==> src/rtl/hazard_control_unit_if.sv <==
// Signal bundle between the pipeline datapath and the hazard control unit.
// The master drives the hazard inputs; the slave (controller) drives the enables and flushes.
interface hazard_control_unit_if;
    logic        id_valid;
    logic [4:0]  id_rs1;
    logic [4:0]  id_rs2;
    logic        id_rs1_used;
    logic        id_rs2_used;
    logic [4:0]  ex_rd;
    logic        ex_mem_read;
    logic        mem_branch_taken;
    logic        mem_req;
    logic        mem_ready;

    logic        pc_write;
    logic        ifid_write;
    logic        idex_write;
    logic        exmem_write;
    logic        ifid_flush;
    logic        idex_flush;
    logic        exmem_flush;
    logic        idex_bubble;
    logic        memwb_bubble;
    logic [1:0]  ctrl_state;
    logic        mem_error;
    logic [15:0] stall_cycles;
    logic [15:0] flush_count;

    modport master (
        output id_valid, id_rs1, id_rs2, id_rs1_used, id_rs2_used, ex_rd, ex_mem_read,
               mem_branch_taken, mem_req, mem_ready,
        input  pc_write, ifid_write, idex_write, exmem_write, ifid_flush, idex_flush,
               exmem_flush, idex_bubble, memwb_bubble, ctrl_state, mem_error,
               stall_cycles, flush_count
    );

    modport slave (
        input  id_valid, id_rs1, id_rs2, id_rs1_used, id_rs2_used, ex_rd, ex_mem_read,
               mem_branch_taken, mem_req, mem_ready,
        output pc_write, ifid_write, idex_write, exmem_write, ifid_flush, idex_flush,
               exmem_flush, idex_bubble, memwb_bubble, ctrl_state, mem_error,
               stall_cycles, flush_count
    );
endinterface

==> src/rtl/hazard_control_unit.sv <==
// Pipeline sequencing controller: load-use stalls, taken-branch flushes, memory-wait freeze
// with timeout to HALT, plus saturating stall/flush counters.
module hazard_control_unit #(
    parameter int unsigned ZERO_REG        = 31,
    parameter int unsigned LOAD_USE_CYCLES = 1,
    parameter int unsigned MEM_TIMEOUT     = 255
) (
    input logic                  clk,
    input logic                  rst,
    hazard_control_unit_if.slave ctrl_io
);

    localparam logic [4:0]  ZeroReg    = 5'(ZERO_REG);
    localparam logic [2:0]  LuReload   = 3'(LOAD_USE_CYCLES - 1);
    localparam logic [16:0] TimeoutLim = 17'(MEM_TIMEOUT);

    typedef enum logic [1:0] {
        StRun       = 2'd0,
        StLoadStall = 2'd1,
        StMemWait   = 2'd2,
        StHalt      = 2'd3
    } state_e;

    state_e      state_q, state_d;
    logic [2:0]  lu_cnt_q, lu_cnt_d;
    logic [15:0] wait_cnt_q, wait_cnt_d;
    logic [15:0] stall_q, stall_d;
    logic [15:0] flush_q, flush_d;
    logic [16:0] wait_next;

    logic hz_mem, hz_lu;
    logic pc_write, ifid_write, idex_write, exmem_write;
    logic ifid_flush, idex_flush, exmem_flush, idex_bubble, memwb_bubble, mem_error;

    assign hz_mem = ctrl_io.mem_req & ~ctrl_io.mem_ready;
    assign hz_lu  = ctrl_io.id_valid & ctrl_io.ex_mem_read & (ctrl_io.ex_rd != ZeroReg) &
                    ((ctrl_io.id_rs1_used & (ctrl_io.id_rs1 == ctrl_io.ex_rd)) |
                     (ctrl_io.id_rs2_used & (ctrl_io.id_rs2 == ctrl_io.ex_rd)));

    // Wait count including the current not-ready cycle.
    assign wait_next = (state_q == StMemWait) ? {1'b0, wait_cnt_q} + 17'd1 : 17'd1;

    always_comb begin
        pc_write     = 1'b1;
        ifid_write   = 1'b1;
        idex_write   = 1'b1;
        exmem_write  = 1'b1;
        ifid_flush   = 1'b0;
        idex_flush   = 1'b0;
        exmem_flush  = 1'b0;
        idex_bubble  = 1'b0;
        memwb_bubble = 1'b0;
        mem_error    = 1'b0;
        state_d      = state_q;
        lu_cnt_d     = lu_cnt_q;
        wait_cnt_d   = wait_cnt_q;

        if (state_q == StHalt) begin
            {pc_write, ifid_write, idex_write, exmem_write} = 4'b0000;
            mem_error = 1'b1;
        end else if (hz_mem) begin
            {pc_write, ifid_write, idex_write, exmem_write} = 4'b0000;
            memwb_bubble = 1'b1;
            wait_cnt_d   = wait_next[15:0];
            state_d      = (wait_next >= TimeoutLim) ? StHalt : StMemWait;
        end else if (ctrl_io.mem_branch_taken) begin
            {ifid_flush, idex_flush, exmem_flush} = 3'b111;
            state_d = StRun;
        end else if (state_q == StLoadStall || hz_lu) begin
            pc_write    = 1'b0;
            ifid_write  = 1'b0;
            idex_bubble = 1'b1;
            if (state_q == StLoadStall) begin
                lu_cnt_d = lu_cnt_q - 3'd1;
                state_d  = (lu_cnt_q == 3'd1) ? StRun : StLoadStall;
            end else if (LOAD_USE_CYCLES > 1) begin
                lu_cnt_d = LuReload;
                state_d  = StLoadStall;
            end else begin
                state_d = StRun;
            end
        end else begin
            state_d = StRun;
        end

        // Reset forces the pipeline registers to clear regardless of state.
        if (rst) begin
            {pc_write, ifid_write, idex_write, exmem_write} = 4'b0000;
            {ifid_flush, idex_flush, exmem_flush}           = 3'b111;
            idex_bubble  = 1'b0;
            memwb_bubble = 1'b0;
            mem_error    = 1'b0;
        end
    end

    assign stall_d = (!pc_write && stall_q != 16'hFFFF) ? stall_q + 16'd1 : stall_q;
    assign flush_d = (exmem_flush && flush_q != 16'hFFFF) ? flush_q + 16'd1 : flush_q;

    always_ff @(posedge clk) begin
        if (rst) begin
            state_q    <= StRun;
            lu_cnt_q   <= 3'd0;
            wait_cnt_q <= 16'd0;
            stall_q    <= 16'd0;
            flush_q    <= 16'd0;
        end else begin
            state_q    <= state_d;
            lu_cnt_q   <= lu_cnt_d;
            wait_cnt_q <= wait_cnt_d;
            stall_q    <= stall_d;
            flush_q    <= flush_d;
        end
    end

    assign ctrl_io.pc_write     = pc_write;
    assign ctrl_io.ifid_write   = ifid_write;
    assign ctrl_io.idex_write   = idex_write;
    assign ctrl_io.exmem_write  = exmem_write;
    assign ctrl_io.ifid_flush   = ifid_flush;
    assign ctrl_io.idex_flush   = idex_flush;
    assign ctrl_io.exmem_flush  = exmem_flush;
    assign ctrl_io.idex_bubble  = idex_bubble;
    assign ctrl_io.memwb_bubble = memwb_bubble;
    assign ctrl_io.mem_error    = mem_error;
    assign ctrl_io.ctrl_state   = state_q;
    assign ctrl_io.stall_cycles = stall_q;
    assign ctrl_io.flush_count  = flush_q;

endmodule

==> src/flat_wrapper.sv <==
// flat-port wrapper written by rule: the top's interface ports become plain ports
module hazard_control_unit_flat 
#(
    parameter int unsigned ZERO_REG        = 31,
    parameter int unsigned LOAD_USE_CYCLES = 1,
    parameter int unsigned MEM_TIMEOUT     = 255
)
  (clk, rst, ctrl_io_id_valid, ctrl_io_id_rs1, ctrl_io_id_rs2, ctrl_io_id_rs1_used, ctrl_io_id_rs2_used, ctrl_io_ex_rd, ctrl_io_ex_mem_read, ctrl_io_mem_branch_taken, ctrl_io_mem_req, ctrl_io_mem_ready, ctrl_io_pc_write, ctrl_io_ifid_write, ctrl_io_idex_write, ctrl_io_exmem_write, ctrl_io_ifid_flush, ctrl_io_idex_flush, ctrl_io_exmem_flush, ctrl_io_idex_bubble, ctrl_io_memwb_bubble, ctrl_io_ctrl_state, ctrl_io_mem_error, ctrl_io_stall_cycles, ctrl_io_flush_count);
  hazard_control_unit_if ctrl_io_i ();
  input logic clk;
  input logic rst;
  input wire logic [$bits(ctrl_io_i.id_valid)-1:0] ctrl_io_id_valid;
  input wire logic [$bits(ctrl_io_i.id_rs1)-1:0] ctrl_io_id_rs1;
  input wire logic [$bits(ctrl_io_i.id_rs2)-1:0] ctrl_io_id_rs2;
  input wire logic [$bits(ctrl_io_i.id_rs1_used)-1:0] ctrl_io_id_rs1_used;
  input wire logic [$bits(ctrl_io_i.id_rs2_used)-1:0] ctrl_io_id_rs2_used;
  input wire logic [$bits(ctrl_io_i.ex_rd)-1:0] ctrl_io_ex_rd;
  input wire logic [$bits(ctrl_io_i.ex_mem_read)-1:0] ctrl_io_ex_mem_read;
  input wire logic [$bits(ctrl_io_i.mem_branch_taken)-1:0] ctrl_io_mem_branch_taken;
  input wire logic [$bits(ctrl_io_i.mem_req)-1:0] ctrl_io_mem_req;
  input wire logic [$bits(ctrl_io_i.mem_ready)-1:0] ctrl_io_mem_ready;
  output wire logic [$bits(ctrl_io_i.pc_write)-1:0] ctrl_io_pc_write;
  output wire logic [$bits(ctrl_io_i.ifid_write)-1:0] ctrl_io_ifid_write;
  output wire logic [$bits(ctrl_io_i.idex_write)-1:0] ctrl_io_idex_write;
  output wire logic [$bits(ctrl_io_i.exmem_write)-1:0] ctrl_io_exmem_write;
  output wire logic [$bits(ctrl_io_i.ifid_flush)-1:0] ctrl_io_ifid_flush;
  output wire logic [$bits(ctrl_io_i.idex_flush)-1:0] ctrl_io_idex_flush;
  output wire logic [$bits(ctrl_io_i.exmem_flush)-1:0] ctrl_io_exmem_flush;
  output wire logic [$bits(ctrl_io_i.idex_bubble)-1:0] ctrl_io_idex_bubble;
  output wire logic [$bits(ctrl_io_i.memwb_bubble)-1:0] ctrl_io_memwb_bubble;
  output wire logic [$bits(ctrl_io_i.ctrl_state)-1:0] ctrl_io_ctrl_state;
  output wire logic [$bits(ctrl_io_i.mem_error)-1:0] ctrl_io_mem_error;
  output wire logic [$bits(ctrl_io_i.stall_cycles)-1:0] ctrl_io_stall_cycles;
  output wire logic [$bits(ctrl_io_i.flush_count)-1:0] ctrl_io_flush_count;
  assign ctrl_io_i.id_valid = ctrl_io_id_valid;
  assign ctrl_io_i.id_rs1 = ctrl_io_id_rs1;
  assign ctrl_io_i.id_rs2 = ctrl_io_id_rs2;
  assign ctrl_io_i.id_rs1_used = ctrl_io_id_rs1_used;
  assign ctrl_io_i.id_rs2_used = ctrl_io_id_rs2_used;
  assign ctrl_io_i.ex_rd = ctrl_io_ex_rd;
  assign ctrl_io_i.ex_mem_read = ctrl_io_ex_mem_read;
  assign ctrl_io_i.mem_branch_taken = ctrl_io_mem_branch_taken;
  assign ctrl_io_i.mem_req = ctrl_io_mem_req;
  assign ctrl_io_i.mem_ready = ctrl_io_mem_ready;
  assign ctrl_io_pc_write = ctrl_io_i.pc_write;
  assign ctrl_io_ifid_write = ctrl_io_i.ifid_write;
  assign ctrl_io_idex_write = ctrl_io_i.idex_write;
  assign ctrl_io_exmem_write = ctrl_io_i.exmem_write;
  assign ctrl_io_ifid_flush = ctrl_io_i.ifid_flush;
  assign ctrl_io_idex_flush = ctrl_io_i.idex_flush;
  assign ctrl_io_exmem_flush = ctrl_io_i.exmem_flush;
  assign ctrl_io_idex_bubble = ctrl_io_i.idex_bubble;
  assign ctrl_io_memwb_bubble = ctrl_io_i.memwb_bubble;
  assign ctrl_io_ctrl_state = ctrl_io_i.ctrl_state;
  assign ctrl_io_mem_error = ctrl_io_i.mem_error;
  assign ctrl_io_stall_cycles = ctrl_io_i.stall_cycles;
  assign ctrl_io_flush_count = ctrl_io_i.flush_count;
  hazard_control_unit #(.ZERO_REG(ZERO_REG), .LOAD_USE_CYCLES(LOAD_USE_CYCLES), .MEM_TIMEOUT(MEM_TIMEOUT)) u_core (.clk(clk), .rst(rst), .ctrl_io(ctrl_io_i));
endmodule
==> config.mk <==
export PLATFORM = sky130hd
export DESIGN_NAME = hazard_control_unit_flat
export DESIGN_NICKNAME = d
export VERILOG_FILES = /design/src/rtl/hazard_control_unit_if.sv /design/src/rtl/hazard_control_unit.sv /design/src/flat_wrapper.sv
export SDC_FILE = /design/constraint.sdc
export NUM_CORES = 1
export LEC_CHECK = 0
export CAP_MARGIN = 20
export CORE_MARGIN = 1.5
export CORE_UTILIZATION = 30
export DETAILED_ROUTE_END_ITERATION = 10
export GPL_TIMING_DRIVEN = 0
export MAX_ROUTING_LAYER = met4
export PLACE_DENSITY_LB_ADDON = 0.2
export SLEW_MARGIN = 40
export SYNTH_ARGS = -nofsm -noshare
export SYNTH_HDL_FRONTEND = slang
export SYNTH_SLANG_ARGS = --single-unit
==> constraint.sdc <==
create_clock -name clk -period 2.9 [get_ports clk]
set_input_delay 0.87 -clock clk [delete_from_list [all_inputs] [get_ports clk]]
set_output_delay 0.87 -clock clk [all_outputs]
set_load 0.01 [all_outputs]
==> results of run 1 <==
## worst max-delay path: stages
cell and delay [ns]:
clkdlybuf4s15_2 0.26, nor3b_4 0.21, buf_4 0.14, nand2_2 0.06, a21oi_4 0.17, buf_4 0.13
buf_2 0.11
## power groups by stage
stage	sequential [mW]	clock, mW	combinational (mW)
floorplan	0.767	0	0.0914
global placement	0.765	0	0.186
detailed placement	0.765	0	0.187
CTS	0.749	0.453	0.192
global route	0.751	0.484	0.209
finish	0.749	0.443	0.192
## sequential cells by signal, indices dropped and copies added, names as in the netlist
register / cells
u_core.ctrl_io.flush_count: 16
u_core.ctrl_io.stall_cycles: 16
u_core.wait_cnt_q: 16
u_core.lu_cnt_q: 3
u_core.ctrl_io.ctrl_state: 2
## per-stage QoR
stage / cell area [sq um] / setup WS [ns] / utilization, % / setup TNS [ns]
final: 4140 / 0.0710 / 40.6 / 0
after CTS: 4140 / -0.111 / 40.7 / -0.111
after global routing: 4140 / -0.0209 / 40.6 / -0.0209
after floorplan: 3140 / 0.0323 / - / 0
after detailed placement: 3980 / -1.10 / 39.1 / -11.57
after global placement: 3980 / -1.11 / 39.1 / -10.97
## final cells by class
| cell class | instances | area (sq um) | share of cell area (%) |
|---|---|---|---|
| flip-flops and latches | 53 | 1060 | 25.7 |
| plain buffers | 21 | 130 | 3.15 |
| repair buffers | 79 | 694 | 16.8 |
| clock buffers | 6 | 72.6 | 1.75 |
| multi-input cells | 297 | 1970 | 47.5 |
| inverters | 7 | 26.3 | 0.635 |
| clock inverters | 2 | 15.0 | 0.363 |
| well taps | 136 | 170 | 4.11 |
## logic make-up after synthesis
| kind of cell | Yosys count | synth area share [%] |
|---|---|---|
| compound gates | 86 | 18.1 |
| flops | 53 | 34.1 |
| mux | 5 | 1.69 |
| fa+ha+maj | 5 | 2.01 |
| buf+inv | 30 | 5.10 |
| simple gates | 169 | 30.0 |
| xor+xnor | 32 | 9.00 |
## cells in the mapped netlist (all sizes together), types with 2 or more instances
cell	n	area (sq um)
and4	3	26.3
xor2	11	96.3
o31ai	12	90.1
or4	13	97.6
and3	7	43.8
nand2b	3	21.3
mux2	2	22.5
clkbuf	9	33.8
inv	7	26.3
or3b	2	20.0
buf	14	98.8
nor3	7	45.0
nand4	11	68.8
xnor2	21	184
dfxtp	53	1060
nand4b	2	17.5
and2	4	25.0
nor3b	3	27.5
mux2i	3	30.0
o41ai	3	26.3
a31oi	2	27.5
or3	6	37.5
nor2b	6	37.5
o21ai	16	80.1
a211oi	4	30.0
a41oi	2	17.5
nor4	5	52.6
a21oi	33	169
nor2	42	160
ha	5	62.6
nand3	17	90.1
a22oi	3	22.5
nand2	36	143
## metal layers
layer	vias to the layer above	wire length (microns)	track usage, %
met5	-	0	-
met2	73	4070	27.3
met1	1450	4110	21.5
li1	1539	-	-
met3	8	355	2.56
met4	0	72	4.21
## path summary, 6_finish.rpt
check | startpoint | endpoint | slack [ns]
min | u_core.ctrl_io.stall_cycles[4]$_SDFFE_PP0P_ | u_core.ctrl_io.stall_cycles[4]$_SDFFE_PP0P_ | 0.49
min reg2reg | u_core.ctrl_io.stall_cycles[4]$_SDFFE_PP0P_ | u_core.ctrl_io.stall_cycles[4]$_SDFFE_PP0P_ | 0.49
max | rst | ctrl_io_pc_write | 0.07
max reg2reg | u_core.wait_cnt_q[0]$_SDFFE_PP0P_ | u_core.ctrl_io.ctrl_state[0]$_SDFFE_PP0N_ | 0.48
## repair_timing
item | in CTS | in global routing
setup endpoints to repair | 11 | 6
gates resized for setup | 72 | 17
pin swaps | 22 | 16
endpoints found under the hold margin | 0 | 0
buffers inserted | 9 | 3
==> run metrics, run 1 <==
Remaining DRCs 0; synthesized cell area between 3000 and 4000 sq um; total CTS buffers 5; Final Hold Violating Endpoints 0; GPL Wtd Cong around 0.9; dominant synthesized flop cell dfxtp_1; post-synthesis sequential area ratio between 30% and 40%; H-Tree Depth 2; commonest non-fill, non-tap cell in the layout dfxtp_1; die height roughly 100 microns; leakage power 1.44 nW; syn nets ~410; DR vias just over 3,000; clock share of power 32.0%; final antenna-violating net count 0; most frequent cells in the layout dfxtp_1 (53), nor2_1 (41), clkdlybuf4s50_1 (35); post-DP HPWL 6330 microns; worst skew pair latency 0.31 ns; fill count 1,070; # IOs 68; crit path capture type output pin; ys async rst share 0%; Comb power frac 13.9%; Core ar. between 10,000 and 15,000 sq um; Synth cell types 62; Site Rows 37; root buf cell clkbuf_8; worst slew pin tran 0.753 ns; final wirelength about 8600 microns; hold depth 2; cell count after placement slightly below 600; Hold Slack approximately 0.49 ns; YS warnings 0; # port buffers 67; Syn Inst Count 380; post-synthesis register bit count 53; kind of critical path primary input to output pin; status completed; min Tclk post-route about 2.8 ns; Critical Path RT between 2 and 2.5 ns; DR WL/cell roughly 14 microns; Post-synth EDFFs 0; Post-CTS Hold Fix Bufs 0; Slew headroom about half; Power Internal 1.00 mW; # nets final roughly 490; Setup Skew ~0.0047 ns; GRT Overall Usage 16.7%; CTS tree yes; Final Non-Filler Cells 601; total global routing overflow 0; Sequential Power Share a little over half; CTS sink cnt 53; Die ar. approximately 11,000 sq um; Worst R2R Path Depth 7; first-pass GRT wire length roughly 15,000 microns; vias in the first global route roughly 3,000; n_diodes 0; Final setup viols 0; Syn Area/Cell a little over 8 sq um; Crit Path Max Fanout 5; first-pass iteration count of the detailed router 4; Tcrit/Tclk final 97.6%; Peak VDD IR between 200 and 300 uV; vias per cell ~5; Die Width ~100 microns; Hold Path Class flop to flop; Sw Pwr approximately 380 uW; pin count of the biggest net entering global routing 17; pins over their slew limit 0; maximum buffer depth of the clock tree 2; share of post-route cells with drive strength above 1 about 15%; Area Growth Syn to Fin 32.8%; Switching Share around 27%; max_cap viols 0; pwr/cell area 334 nW/um^2; initial DRC count between 150 and 200; Worst Path Arrival between 1.5 and 2 ns; Fmax achieved roughly 0.35 GHz; initial antenna violation count 0; Starting Density between 30% and 40%; Clk pin slew, worst setup/hold paths around 0.10 ns; Total Power ~1.4 mW; crit path launch type primary input
No activity file was read; power rests on OpenSTA's default activity.
==> inputs of run 2 (changes only) <==
--- a/config.mk
+++ b/config.mk
@@ -7,7 +7,7 @@
 export LEC_CHECK = 0
 export CAP_MARGIN = 20
 export CORE_MARGIN = 1.5
-export CORE_UTILIZATION = 30
+export CORE_UTILIZATION = 46
 export DETAILED_ROUTE_END_ITERATION = 10
 export GPL_TIMING_DRIVEN = 0
 export MAX_ROUTING_LAYER = met4
==> run metrics, run 2 (synthesis results as in run 1) <==
status complete, but fails checks (was completed); failing checks DRC; Crit Path Max Fanout 3 (was 5); worst skew pair latency 0.31 ns (about the same); fill count 590 (was 1,070); leakage power 1.46 nW (was 1.44 nW); n_diodes 0 (unchanged); initial DRC count 187 (was 151); crit-path max cell delay 0.24 ns (was 0.26 ns); root buf cell clkbuf_8 (unchanged); DR WL/cell 14.7 microns (was 14.3 microns); GRT Overall Usage 22.5% (was 16.7%); crit path launch type primary input (unchanged); crit path buf inv count 4 (unchanged); fin worst setup slack 0.0174 ns (was 0.0710 ns); DR vias 3,191 (was 3,070); Critical Path Stages 8 (was 7); # port buffers 67 (unchanged); initial antenna violation count 0 (unchanged); Worst Path Arrival 2.01 ns (was 1.96 ns); die height 85.3 microns (was 105 microns); GPL Wtd Cong 0.890 (was 0.876); pin count of the biggest net entering global routing 17 (unchanged); Remaining DRCs 8 (was 0); # IOs 68 (unchanged); final wirelength 7940 microns (was 8610 microns); Area Growth Syn to Fin 31.2% (was 32.8%); CTS tree yes (unchanged); Setup Skew 0.0115 ns (was 0.00475 ns); Slew headroom 57.5% (was 49.8%); vias per cell 5.90 (was 5.11); max_cap viols 0 (unchanged); pins over their slew limit 0 (unchanged); cell count after placement 524 (was 583); Final setup viols 0 (unchanged); Clk pin slew, worst setup/hold paths 0.09 ns (was 0.10 ns); final antenna-violating net count 0 (unchanged); Starting Density 48.2% (was 30.6%); RSZ-0062 raised after global routing true; Fmax achieved 0.347 GHz (was 0.353 GHz); crit path capture type output pin (unchanged); Core ar. 6460 sq um (was 10,200 sq um); maximum buffer depth of the clock tree 2 (unchanged); Final Hold Violating Endpoints 0 (unchanged); Site Rows 29 (was 37); Final Non-Filler Cells 541 (was 601); Worst R2R Path Depth 7 (unchanged); Die Width 85.3 microns (was 105 microns); crit-path cells dlygate4sd2_1 -> xnor2_1 -> nand2_1 -> o22ai_4 -> a21oi_4 -> buf_6 -> buf_4 -> buf_2 (was clkdlybuf4s15_2 -> nor3b_4 -> buf_4 -> nand2_2 -> a21oi_4 -> buf_4 -> buf_2); H-Tree Depth 2 (unchanged); R2R Setup Slk 0.55 ns (was 0.48 ns); Hold Path Class flop to flop (unchanged); Critical Path RT 2.03 ns (about the same); vias in the first global route 2,815 (was 3,021); Die ar. 7270 sq um (was 11,000 sq um); post-DP HPWL 5620 microns (was 6330 microns); # nets final 492 (was 493); total CTS buffers 5 (unchanged); CTS sink cnt 53 (unchanged); commonest non-fill, non-tap cell in the layout dfxtp_1 (unchanged); Crit path max-delay family buffers and inverters (unchanged); min Tclk post-route 2.88 ns (was 2.83 ns); total global routing overflow 0 (unchanged); first-pass iteration count of the detailed router 8 (was 4); share of post-route cells with drive strength above 1 17.5% (was 15.1%); worst slew pin tran 0.633 ns (was 0.753 ns); pre-CTS WS -1.06 ns (was -1.10 ns); most frequent cells in the layout dfxtp_1 (53), nor2_1 (41), clkdlybuf4s50_1 (34) (was dfxtp_1 (53), nor2_1 (41), clkdlybuf4s50_1 (35)); Peak VDD IR 208 uV (was 254 uV); hold depth 2 (unchanged); Crit-path slowest cell dlygate4sd2_1 (was clkdlybuf4s15_2); first-pass GRT wire length 13,100 microns (was 14,700 microns); pwr/cell area 335 nW/um^2 (was 334 nW/um^2); kind of critical path primary input to output pin (unchanged); Tcrit/Tclk final 99.4% (was 97.6%); Post-CTS Hold Fix Bufs 0 (unchanged)
run 2: changes by cell type in the layout (fill, tap and decap cells not counted), moves of 2 or more:
| cell | before | now |
|---|---|---|
| clkdlybuf4s15_1 | 5 | 1 |
| xnor2_2 | 2 | 5 |
| buf_4 | 20 | 16 |
| dlygate4sd2_1 | 15 | 13 |
| clkinvlp_4 | 2 | 0 |
| xnor2_1 | 19 | 16 |
| buf_6 | 3 | 5 |
| buf_2 | 9 | 15 |
run 2: area by class of cell:
| cell class | instances | area [sq um] | share of cell area, % |
|---|---|---|---|
| buffer | 22 | 148 | 3.61 |
| clock buffer | 6 | 72.6 | 1.78 |
| clock inverter | 2 | 13.8 | 0.337 |
| inverter | 7 | 26.3 | 0.643 |
| multi-input combinational | 297 | 2010 | 49.1 |
| sequential | 53 | 1060 | 26.0 |
| tap | 77 | 96.3 | 2.36 |
| timing repair buffer | 77 | 661 | 16.2 |
run 2: repair_timing:
| action | 4_1_cts | 5_1_grt |
|---|---|---|
| buffers inserted | 8 | 2 |
| gates resized for setup | 97 | 17 |
| cloned | 0 | 0 |
| pin swaps | 22 | 10 |
| setup endpoints to repair | 11 | 7 |
run 2: layer usage:
| layer | track usage (%) | part of all wire (%) | vias up |
|---|---|---|---|
| met3 | 3.70 | 6.1 | 14 |
| met2 | 35.1 | 45 | 122 |
| li1 | - | - | 1547 |
| met1 | 29.9 | 47 | 1508 |
| met4 | 7.33 | 1.7 | 0 |
| met5 | - | 0 | - |
run 2: worst paths after layout:
path | startpoint | to
worst max-delay path | ctrl_io_id_rs2[3] | ctrl_io_pc_write
worst min-delay path | u_core.wait_cnt_q[15]$_SDFFE_PP0P_ | u_core.wait_cnt_q[15]$_SDFFE_PP0P_
worst max register to register | u_core.wait_cnt_q[0]$_SDFFE_PP0P_ | u_core.ctrl_io.ctrl_state[0]$_SDFFE_PP0N_
worst min register to register | u_core.wait_cnt_q[15]$_SDFFE_PP0P_ | u_core.wait_cnt_q[15]$_SDFFE_PP0P_
run 2: per-stage QoR:
stage	setup TNS, ns	hold slack [ns]	instance area (sq um)	total power, mW	util (%)
floorplan	0	0.457	3140	0.858	-
global placement	-9.67	0.473	3910	0.946	60.5
detailed placement	-10.88	0.485	3910	0.950	60.5
CTS	-0.115	0.496	4030	1.37	62.4
global route	-0.0748	0.527	4090	1.43	63.3
finish	0	0.502	4090	1.37	63.3
run 2: worst register-to-register path: cells and delay by family (launching register included):
family                   cells  cell delay [ns]
AO/OA/AOI/OAI                2             0.39
XOR/XNOR                     1             0.16
adder cells (fa/ha/maj)      1             0.24
flip-flops                   1             0.45
AND/OR/NAND/NOR              3             0.98
run 2: report_power, final:
part / switching (mW) / internal, mW / total [mW]
registers: 0.0129 / 0.736 / 0.749
clock network: 0.249 / 0.173 / 0.422
logic: 0.0993 / 0.0976 / 0.197
total: 0.361 / 1.01 / 1.37
==> inputs of run 3 (changes only) <==
--- a/config.mk
+++ b/config.mk
@@ -8,8 +8,10 @@
 export CAP_MARGIN = 20
 export CORE_MARGIN = 1.5
 export CORE_UTILIZATION = 46
+export CTS_CLUSTER_SIZE = 10
 export DETAILED_ROUTE_END_ITERATION = 10
 export GPL_TIMING_DRIVEN = 0
+export HOLD_SLACK_MARGIN = 0.06
 export MAX_ROUTING_LAYER = met4
 export PLACE_DENSITY_LB_ADDON = 0.2
 export SLEW_MARGIN = 40
==> results of run 3 <==
No change in the layout: final DEF, timing and power equal those of run 2.
